<file path="src/rtl/lfsr_crc.sv">
// lfsr_crc: parameterizable CRC generator that advances an LFSR by DATA_WIDTH
// serial steps per accepted word. The next state of every register bit is an
// XOR over the current state and the incoming word. The per-bit XOR masks are
// derived at elaboration time by running the serial recurrence symbolically.
module lfsr_crc #(
    parameter int                    LFSR_WIDTH   = 31,
    parameter logic [LFSR_WIDTH-1:0] LFSR_POLY    = 31'h10000001,
    parameter logic [LFSR_WIDTH-1:0] LFSR_INIT    = {LFSR_WIDTH{1'b1}},
    parameter string                 LFSR_CONFIG  = "FIBONACCI",
    parameter bit                    REVERSE      = 1'b0,
    parameter bit                    INVERT       = 1'b1,
    parameter int                    DATA_WIDTH   = 8,
    parameter int                    OUTPUT_WIDTH = LFSR_WIDTH,
    parameter string                 STYLE        = "AUTO"
) (
    input  logic                    clk,
    input  logic                    rst,
    input  logic [DATA_WIDTH-1:0]   data_in,
    input  logic                    data_in_valid,
    output logic [OUTPUT_WIDTH-1:0] crc_out
);

    localparam int W  = LFSR_WIDTH;
    localparam int DW = DATA_WIDTH;
    localparam int MW = W + DW;   // mask row: bits [W-1:0] state, [MW-1:W] data

    localparam bit GALOIS   = (LFSR_CONFIG == "GALOIS");
    localparam bit USE_LOOP = (STYLE == "LOOP");

    // Reject unsupported configurations while elaborating.
    if (LFSR_CONFIG != "GALOIS" && LFSR_CONFIG != "FIBONACCI") begin : g_bad_config
        $error("lfsr_crc: LFSR_CONFIG must be GALOIS or FIBONACCI");
    end
    if (STYLE != "AUTO" && STYLE != "LOOP" && STYLE != "REDUCTION") begin : g_bad_style
        $error("lfsr_crc: STYLE must be AUTO, LOOP or REDUCTION");
    end
    if (OUTPUT_WIDTH > LFSR_WIDTH || OUTPUT_WIDTH < 1) begin : g_bad_out
        $error("lfsr_crc: OUTPUT_WIDTH must be in 1..LFSR_WIDTH");
    end
    if (LFSR_WIDTH < 2 || LFSR_WIDTH > 64) begin : g_bad_width
        $error("lfsr_crc: LFSR_WIDTH must be in 2..64");
    end
    if (DATA_WIDTH < 1 || DATA_WIDTH > 256) begin : g_bad_data
        $error("lfsr_crc: DATA_WIDTH must be in 1..256");
    end

    typedef logic [MW-1:0]  row_t;
    typedef row_t [W-1:0]   mat_t;

    function automatic logic [W-1:0] bitrev(input logic [W-1:0] v);
        logic [W-1:0] r;
        for (int i = 0; i < W; i++) r[i] = v[W-1-i];
        return r;
    endfunction

    // In the reflected form the taps are mirrored so the register shifts right.
    localparam logic [W-1:0] TAPS = REVERSE ? bitrev(LFSR_POLY) : LFSR_POLY;

    // Symbolic serial simulation: each row tracks which state/data bits are
    // XORed into that register bit after DW steps.
    function automatic mat_t calc_mask();
        mat_t cur;
        mat_t nxt;
        row_t fb;
        row_t din;
        int   d;
        for (int i = 0; i < W; i++) begin
            cur[i]    = '0;
            cur[i][i] = 1'b1;
        end
        for (int k = 0; k < DW; k++) begin
            d         = REVERSE ? k : DW - 1 - k;
            din       = '0;
            din[W+d]  = 1'b1;
            if (GALOIS) begin
                if (REVERSE) begin
                    fb = din ^ cur[0];
                    for (int i = 0; i < W - 1; i++) nxt[i] = cur[i+1] ^ (TAPS[i] ? fb : '0);
                    nxt[W-1] = TAPS[W-1] ? fb : '0;
                end else begin
                    fb = din ^ cur[W-1];
                    nxt[0] = TAPS[0] ? fb : '0;
                    for (int i = 1; i < W; i++) nxt[i] = cur[i-1] ^ (TAPS[i] ? fb : '0);
                end
            end else begin
                fb = din;
                for (int i = 0; i < W; i++) if (TAPS[i]) fb = fb ^ cur[i];
                if (REVERSE) begin
                    for (int i = 0; i < W - 1; i++) nxt[i] = cur[i+1];
                    nxt[W-1] = fb;
                end else begin
                    nxt[0] = fb;
                    for (int i = 1; i < W; i++) nxt[i] = cur[i-1];
                end
            end
            cur = nxt;
        end
        return cur;
    endfunction

    logic [W-1:0] state;
    logic [W-1:0] next_state;
    logic [W-1:0] out_full;

    if (USE_LOOP) begin : g_loop
        logic [W-1:0] s;
        logic         fbb;
        // Direct unroll of the serial recurrence on live values.
        always_comb begin
            s   = state;
            fbb = 1'b0;
            for (int k = 0; k < DW; k++) begin
                if (GALOIS) begin
                    if (REVERSE) begin
                        fbb = s[0] ^ data_in[k];
                        s   = (s >> 1) ^ (fbb ? TAPS : '0);
                    end else begin
                        fbb = s[W-1] ^ data_in[DW-1-k];
                        s   = (s << 1) ^ (fbb ? TAPS : '0);
                    end
                end else begin
                    if (REVERSE) begin
                        fbb = data_in[k] ^ (^(s & TAPS));
                        s   = {fbb, s[W-1:1]};
                    end else begin
                        fbb = data_in[DW-1-k] ^ (^(s & TAPS));
                        s   = {s[W-2:0], fbb};
                    end
                end
            end
            next_state = s;
        end
    end else begin : g_reduction
        localparam mat_t MASK = calc_mask();
        logic [MW-1:0] vec;
        assign vec = {data_in, state};
        for (genvar j = 0; j < W; j++) begin : g_bit
            assign next_state[j] = ^(vec & MASK[j]);
        end
    end

    // State register: async reload of the init value, advance on valid words.
    always_ff @(posedge clk or posedge rst) begin
        if (rst) begin
            state <= LFSR_INIT;
        end else if (data_in_valid) begin
            state <= next_state;
        end
    end

    assign out_full = INVERT ? ~state : state;
    assign crc_out  = out_full[OUTPUT_WIDTH-1:0];

endmodule

</file>
<file path="config.mk">
export PLATFORM = sky130hd
export DESIGN_NAME = lfsr_crc
export DESIGN_NICKNAME = d
export VERILOG_FILES = /design/src/rtl/lfsr_crc.sv
export SDC_FILE = /design/constraint.sdc
export NUM_CORES = 1
export LEC_CHECK = 0
export ABC_CLOCK_PERIOD_IN_PS = 2080
export CORE_MARGIN = 2
export CORE_UTILIZATION = 25
export CTS_CLUSTER_DIAMETER = 40
export CTS_CLUSTER_SIZE = 10
export DETAILED_ROUTE_END_ITERATION = 8
export PLACE_DENSITY = 0.6
export REMOVE_ABC_BUFFERS = 1
export SLEW_MARGIN = 10
export SYNTH_ARGS = -nofsm -noshare
export SYNTH_HDL_FRONTEND = slang
export SYNTH_SLANG_ARGS = --single-unit
</file>
<file path="constraint.sdc">
create_clock -name clk -period 2.08 [get_ports clk]
set_clock_uncertainty 0.1 [all_clocks]
set_input_delay 0.52 -clock clk [delete_from_list [all_inputs] [get_ports clk]]
set_output_delay 0.52 -clock clk [all_outputs]
set_load 0.005 [all_outputs]
</file>
==> qor.json <==
{
  "run_status": {"value": "finished, final reports clean"},
  "timing.final.crit_share": {"value": 0.962},
  "grt_antenna_before_repair": {"value": 0},
  "synthDistinctLibCells": {"value": 17},
  "number_of_flip_flops_under_the_largest_register_name": {"value": 31},
  "tightest_slew": {"value": 0.441, "unit": "ns"},
  "io_buffers": {"value": 41},
  "syn_avg_cell_area": {"value": 10.2, "unit": "µm²"},
  "required": {"value": 2.19, "unit": "ns"},
  "drt_iter0_markers": {"value": 46},
  "design.portCount": {"value": 42},
  "drive_above_1_share": {"value": 0.297},
  "worstPathMaxFanout": {"value": 2},
  "postSynthRegisterBits": {"value": 31},
  "grt_start_max_net_pins": {"value": 33},
  "hold_viol": {"value": 0},
  "layout.nets": {"value": 222},
  "totalWireLength": {"value": 3230, "unit": "µm"},
  "path_type_of_the_worst_min_delay_path": {"value": "flip-flop to flip-flop"},
  "wire_length_of_the_first_global_routing_pass": {"value": 5280, "unit": "µm"},
  "maxSlewViolCount": {"value": 0},
  "synth_warnings": {"value": 0},
  "biggestRegsByFlops": {"value": "state (31)"},
  "r2r.worst_path.cells": {"value": 6},
  "numCtsBuffers": {"value": 5},
  "finalWeightedCongestion": {"value": 0.678},
  "worst_setup_path_startpoint": {"value": "data_in[4]"},
  "critPathArrivalTime": {"value": 2.11, "unit": "ns"},
  "worst_hold_path.num_cells": {"value": 2},
  "first_global_vias": {"value": 1082},
  "routed_wire_length_per_instance": {"value": 11.2, "unit": "µm"},
  "areaGrowthSynthToFinish": {"value": 45.3, "unit": "%"},
  "final-setup-viol-count": {"value": 0},
  "grt_util_all_layers": {"value": 0.0961},
  "syn-cell-area": {"value": 1580, "unit": "µm²"},
  "syn-instance-count": {"value": 156},
  "clock-sinks": {"value": 31},
  "startpoint_type": {"value": "primary input"},
  "detail-route-antenna-nets": {"value": 0},
  "crit_path_end_kind": {"value": "flip-flop"},
  "nFillCells": {"value": 632},
  "leakage": {"value": 1.03, "unit": "nW"},
  "hold_ws": {"value": 0.382, "unit": "ns"},
  "post-route-min-period": {"value": 2.00, "unit": "ns"},
  "vias_per_std_cell": {"value": 3.97},
  "powerDensity": {"value": 1570, "unit": "nW/µm²"},
  "floorplan.initialDensity": {"value": 0.254},
  "hold_start": {"value": "state[30]"},
  "die-width": {"value": 83.6, "unit": "µm"},
  "layout_commonest_cell": {"value": "sky130_fd_sc_hd__clkdlybuf4s50_1"},
  "root_buffer": {"value": "sky130_fd_sc_hd__clkbuf_8"},
  "detail_route.first_pass.iterations": {"value": 4},
  "coreArea": {"value": 6240, "unit": "µm²"},
  "globalRouteOverflowTotal": {"value": 0},
  "ctsHtreeMaxLevel": {"value": 2},
  "antennaDiodeCount": {"value": 0},
  "tritoncts": {"value": "done"},
  "worst_slew_margin_rel": {"value": 0.704},
  "synth-seq-area-share": {"value": 0.514},
  "clock_path_buffers": {"value": 2},
  "clock_pin_transition_on_the_worst_setup_and_hold_timing_paths": {"value": 0.07, "unit": "ns"},
  "number_of_placement_rows": {"value": 29},
  "max_clock_freq": {"value": 0.500, "unit": "GHz"},
  "total_via_count_after_detailed_routing": {"value": 1146},
  "commonest_cells_after_routing_fill_and_taps_aside": {"value": "sky130_fd_sc_hd__clkdlybuf4s50_1 (36), sky130_fd_sc_hd__inv_1 (33), sky130_fd_sc_hd__dfstp_2 (31)"},
  "largest_register": {"value": "state"},
  "critPathKind": {"value": "primary input to flip-flop"},
  "vdd_drop_max": {"value": 751, "unit": "µV"},
  "cap_violations": {"value": 0},
  "die_h": {"value": 83.6, "unit": "µm"},
  "remaining_drc_errors": {"value": 0},
  "floorplan.die_area": {"value": 6990, "unit": "µm²"},
  "setup_slack": {"value": 0.0792, "unit": "ns"},
  "setup_total_neg_slack": {"value": 0, "unit": "ns"},
  "worstReg2RegStart": {"value": "state[28]"},
  "insertion_delay": {"value": 0.28, "unit": "ns"},
  "post-place-ws": {"value": -0.449, "unit": "ns"},
  "dpl.hpwl": {"value": 2330, "unit": "µm"}
}
[area by class of cell]
| type | instances | area [µm²] | area share |
|---|---|---|---|
| flip-flops and latches | 31 | 815 | 0.354 |
| multi-input cells | 85 | 636 | 0.276 |
| repair buffers | 55 | 513 | 0.223 |
| inverters | 33 | 124 | 0.0538 |
| well taps | 77 | 96.3 | 0.0419 |
| clock buffers | 6 | 82.6 | 0.0359 |
| clock inverters | 2 | 35.0 | 0.0152 |
[where the power goes]
group	leakage (nW)	internal (W)	total, W	switching (W)
logic	0.644	0.00114	0.00184	0.000708
registers	0.325	0.00101	0.00114	0.000137
clock network	0.0612	0.000387	0.000616	0.000229
[worst paths after layout]
kind | to | slack [ns]
min reg2reg | state[30] | 0.38
min in group asynchronous | state[10] | 0.81
max reg2reg | state[0] | 0.08
min | state[30] | 0.38
max in group asynchronous | state[5] | 1.03
max | state[1] | 0.08
[cell usage after synthesis]
cell type                  instances  area share
sky130_fd_sc_hd__clkbuf_1          6       0.014
sky130_fd_sc_hd__xnor2_4           1       0.017
sky130_fd_sc_hd__xor2_2            1       0.010
sky130_fd_sc_hd__mux2_2            1      0.0071
sky130_fd_sc_hd__xor3_1            1       0.015
sky130_fd_sc_hd__xnor3_1           3       0.043
sky130_fd_sc_hd__nand2_1          27       0.064
sky130_fd_sc_hd__dfstp_2          31        0.51
sky130_fd_sc_hd__xnor2_1          17       0.094
sky130_fd_sc_hd__inv_1            33       0.078
sky130_fd_sc_hd__mux2i_1           3       0.019
sky130_fd_sc_hd__buf_1             1      0.0024
sky130_fd_sc_hd__xnor3_2           1       0.015
sky130_fd_sc_hd__or2_2             1      0.0040
sky130_fd_sc_hd__mux2_4            1      0.0095
sky130_fd_sc_hd__xor2_1            2       0.011
sky130_fd_sc_hd__o21ai_0          26       0.082
[logic make-up after synthesis]
kind of cell | after synthesis | share of synthesized area
AO/OA/AOI/OAI | 26 | 0.0821
XOR/XNOR | 26 | 0.205
buffers and inverters | 40 | 0.0948
flip-flops | 31 | 0.514
multiplexers | 5 | 0.0355
AND/OR/NAND/NOR | 28 | 0.0679
[worst max-delay path, stage by stage]
cell and delay (ns):
sky130_fd_sc_hd__clkdlybuf4s50_1 0.43, sky130_fd_sc_hd__xnor2_1 0.40, sky130_fd_sc_hd__xnor2_4 0.15, sky130_fd_sc_hd__xnor2_2 0.17, sky130_fd_sc_hd__buf_4 0.14, sky130_fd_sc_hd__xor2_1 0.14
sky130_fd_sc_hd__mux2i_1 0.15
[what timing repair did]
action,CTS,global route
setup buffers,1,3
hold endpoints to repair,0,0
hold buffers,0,0
endpoints found under the setup margin,4,4
pin swaps,3,1
resized for setup,3,4
[metrics by stage]
step	power [W]	cells	util	area (µm²)
after floorplan	0.00218	149	-	1560
after CTS	0.00361	286	0.363	2260
after global routing	0.00389	289	0.369	2300
after global placement	0.00291	277	0.342	2130
after detailed placement	0.00293	277	0.342	2130
final	0.00360	289	0.369	2300
[layer usage]
| metal | share of wire | track usage |
|---|---|---|
| met1 | 0.52 | 0.142 |
| met2 | 0.40 | 0.124 |
| met3 | 0.060 | 0.0356 |
| met4 | 0.018 | 0.0396 |
| met5 | 0 | 0 |
(Power assumes the default switching activity.)
==> patch 1 (config.mk and constraints unchanged) <==
Set the parameter `LFSR_WIDTH` to 62 (it was 31).
--- a/src/rtl/lfsr_crc.sv
+++ b/src/rtl/lfsr_crc.sv
@@ -3,7 +3,7 @@
 // XOR over the current state and the incoming word. The per-bit XOR masks are
 // derived at elaboration time by running the serial recurrence symbolically.
 module lfsr_crc #(
-    parameter int                    LFSR_WIDTH   = 31,
+    parameter int                    LFSR_WIDTH   = 62,
     parameter logic [LFSR_WIDTH-1:0] LFSR_POLY    = 31'h10000001,
     parameter logic [LFSR_WIDTH-1:0] LFSR_INIT    = {LFSR_WIDTH{1'b1}},
     parameter string                 LFSR_CONFIG  = "FIBONACCI",
Interface: changed (resized crc_out); port bits go from 42 to 73. No check against the original RTL was run, so the function may have changed too.
==> patch 1 against the unedited design <==
  * The flow now finishes with violations (setup timing)
  * Sequential power increased by 80%
  * Die area increased by 66%
  * Via count increased by 71%
  * Power increased by 63%
  * Synthesized area increased by 70%
  * Routed wire length increased by 75%
  * Sequential cell count increased by 31
  * Critical path depth decreased by 2
  * Combinational power increased by 30%
  * Final area increased by 73%
  * Worst setup slack got worse by 0.081 ns
  * Critical path type is now reg -> reg
  * Highest routed layer unchanged
==> patch 1: results (changes against the unedited design) <==
stage	metric	value	unit	change
place	IO Port Bufs	72		+76%
logic_synthesis	post-synthesis sequential area ratio	0.604		+0.0902
finish	layout cells sized above 1	0.287		-0.00991
logic_synthesis	XOR/XNOR Fraction of Synth Area	0.0817		-0.124
min_path	Min-Delay Endpoint	state[6]		
routing	routed length on met2	2550	um	+95%
sta	setup_tns	-0.00166	ns	-0.00166 ns
global_routing	gr usage total	0.107		+0.0114
power_and_ir_drop	Gate power share	0.408		-0.104
finish	biggest regs	state: 62 flops		
sta	max_slew headroom	0.724		+0.0205
global_routing	first-pass GRT wire length	9510	um	+80%
outcome	outcome	complete, but fails checks		
place	Place WS	-0.503	ns	-0.0547 ns
worst_setup_path	crit-path max FO	3		+1
routing	metal1 wirelength	2530	um	+51%
sta	Final Worst Setup Slack	-0.00166	ns	-0.0809 ns
clock_tree	Post-CTS Repair Setup Buffers	2		+1
worst_setup_path	Setup crit start	state[26]		
clock_tree	CTS HTree Levels	3		+1
worst_setup_path	CP Class	reg -> reg		
clock_tree	worst skew pair latency	0.34	ns	+0.06 ns
routing	met3 wire length	498	um	+160%
global_routing	met3 GRT Util	0.0563		+0.0207
worst_setup_path	crit path DAT	2.25	ns	+0.14 ns
worst_setup_path	Register-to-Register Path Depth	5		-1
place	hpwl dp	3950	um	+69%
global_routing	largest net degree at the start of global routing	63		+91%
power_and_ir_drop	Peak VDD IR	0.000580	V	-23%
worst_setup_path	Crit-path slowest cell	dfstp_2		
place	placed cells	485		+75%
logic_synthesis	main area contributors after synthesis	dfstp_2 60%, o21ai_0 10%, inv_1 8.8%		
logic_synthesis	Syn Area/Cell	9.80	um^2	-3.5%
power_and_ir_drop	Sw Ratio	0.273		-0.0250
power_and_ir_drop	net switching power	1.60	mW	+49%
power_and_ir_drop	P_seq	2.05	mW	+80%
power_and_ir_drop	P_leak	1.69	nW	+65%
clock_tree	CTS Buf Count	9		+4
clock_tree	Post-CTS Resized	8		+5
worst_setup_path	Largest stage delay, worst path	0.56	ns	+0.13 ns
outcome	failing checks	setup timing		
logic_synthesis	Unique masters post-synth	16		-1
finish	ANT cells	0		unchanged
place	Post-DP Area	3660	um^2	+72%
logic_synthesis	Post-synth top cells	63 x inv_1, 62 x dfstp_2, 58 x nand2_1		
sta	Finish-stage setup viols	1		+1
min_path	worst hold start	state[6]		
worst_setup_path	register-to-register setup slack	-0.002	ns	-0.08 ns
routing	post-DR vias/cell	3.89		-2.0%
routing	via count	1963		+71%
==> patch 1: cell count changes in the layout (fill, tap and decap cells not counted), moves of 3 or more <==
| cell | change |
|---|---|
| clkbuf_8 | +4 |
| dfstp_2 | +31 |
| nand2_1 | +31 |
| o21ai_1 | +4 |
| inv_1 | +29 |
| dlygate4sd2_1 | +3 |
| bufinv_16 | +3 |
| o21ai_0 | +28 |
| buf_4 | +3 |
| xnor2_1 | -7 |
| clkdlybuf4s50_1 | +28 |
==> patch 1: area by class of cell <==
cell class                      count  area [um^2]
Fill cell                        1047         6440
Sequential cell                    62         1630
Timing Repair Buffer               91          888
Multi-Input combinational cell    137          782
Inverter                           63          236
Tap cell                          136          170
Clock buffer                       10          138
Clock inverter                      6          133
==> patch 1: worst register-to-register path, stage by stage (launching register included) <==
cell,delay (ns)
dfstp_2,0.56
xor2_2,0.17
xnor3_2,0.51
xnor2_4,0.18
xnor3_1,0.23
mux2_4,0.26
==> patch 2 (same settings) <==
Made on the original files. Reset style: synchronous (`rst`), changed in one clocked block. Comments in the files are not updated.
--- a/src/rtl/lfsr_crc.sv
+++ b/src/rtl/lfsr_crc.sv
@@ -140,7 +140,7 @@
     end
 
     // State register: async reload of the init value, advance on valid words.
-    always_ff @(posedge clk or posedge rst) begin
+    always_ff @(posedge clk) begin
         if (rst) begin
             state <= LFSR_INIT;
         end else if (data_in_valid) begin
Formal check against the unedited RTL: differs if rst is asserted again (counterexample within 4 cycles, from zero or initial values and one cycle with rst high); with rst held inactive, the same outputs for 10 cycles.
==> patch 2 against the unedited design <==
  * Cell count is 0.35% higher
  * Critical path type unchanged
  * Final area down 4.7%
  * Synthesized area is 9.2% lower
  * Utilization up 2.7 points
  * Largest cell class is now multi-input combinational cells
  * Sequential cell count unchanged
  * Worst setup slack lost 0.041 ns
  * Routed wire length decreased by 1.4%
Power is not compared: it rests on default switching activity, and its combinational part moved more than twofold at a synthesized area within 25%.
==> patch 2: results (changes against the unedited design) <==
stage	metric	value	unit	change
clock_tree	Post-CTS Repair Setup Buffers	2		+1
finish	FF+latch area	621	um^2	-24%
logic_synthesis	Post-synth top cells	32 x inv_1, 31 x dfxtp_1, 27 x nand2_1, 27 x o211ai_1, 11 x xnor2_1		
logic_synthesis	main area contributors after synthesis	dfxtp_1 43%, o211ai_1 14%, inv_1 8.4%		
routing	Initial DRC Count	76		+65%
place	Place WS	-0.453	ns	-0.00456 ns
finish	Cell Count, Final, Fillers Out	290		+0.35%
global_routing	largest net degree at the start of global routing	21		-36%
logic_synthesis	Unique masters post-synth	20		+3
finish	Signal buffers	59		+7.3%
routing	Pre-Repair DR Iteration Count	4		unchanged
global_routing	GRT met2 Usage	0.157		+0.0328
logic_synthesis	Mapped Cells	160		+2.6%
finish	layout cells sized above 1	0.165		-0.132
routing	met3 wire length	165	um	-15%
global_routing	met1 usage	0.139		-0.00318
outcome	outcome	finished, final reports clean		
place	hpwl dp	2300	um	-1.5%
finish	NonClk Buf Share	0.245		+0.0223
place	Post-DP Area	2000	um^2	-6.1%
worst_setup_path	Largest stage delay, worst path	0.47	ns	+0.04 ns
routing	post-DR vias/cell	4.12		+4.0%
global_routing	first-pass GRT wire length	5110	um	-3.1%
place	Routability Congestion	0.717		+5.7%
finish	Clock Network Area Fraction	0.0536		+0.00251
sta	max_slew headroom	0.789		+0.0851
routing	metal1 wirelength	1650	um	-1.3%
logic_synthesis	post-synthesis sequential area ratio	0.432		-0.0825
finish	fillers	581		-8.1%
routing	routed length on met2	1330	um	+1.8%
finish	count of multi-input gates	87		+2.4%
clock_tree	Post-CTS Resized	8		+5
die	core area	5540	um^2	-11%
logic_synthesis	asr flop ratio synth	0		-1.00
finish	Nets	228		+2.7%
finish	area of the multi-input gates	703	um^2	+11%
global_routing	met3 GRT Util	0.0351		-0.000540
global_routing	number of global-route vias before repair	1096		+1.3%
finish	area grow syn2layout	52.6	%	
routing	wire per inst	11.0	um	-1.7%
==> patch 2: cells by family (layout without fill, tap and decap cells) <==
family | count (synthesis) | in the layout | share of synthesized area
compound gates | 32 | 32 | 0.165
flops | 31 | 31 | 0.432
buf+inv | 42 | 100 | 0.110
xor+xnor | 22 | 22 | 0.203
simple gates | 33 | 33 | 0.0905
==> patch 2: power groups by stage <==
| stage | registers [mW] | logic, mW | clock network [mW] |
|---|---|---|---|
| floorplan | 0.713 | 0.386 | 0 |
| global placement | 0.719 | 0.681 | 0 |
| detailed placement | 0.720 | 0.679 | 0 |
| CTS | 0.707 | 0.742 | 0.630 |
| global route | 0.715 | 0.877 | 0.653 |
| finish | 0.706 | 0.801 | 0.612 |
==> patch 2: worst paths after layout <==
path                   start   endpoint  slack, ns  depth (start not counted)
hold / removal      state[3]  state[11]       0.37                          2
setup reg to reg   state[26]   state[0]       0.10                          5
hold reg to reg     state[3]  state[11]       0.37                          2
setup / recovery  data_in[3]   state[2]       0.04                          7
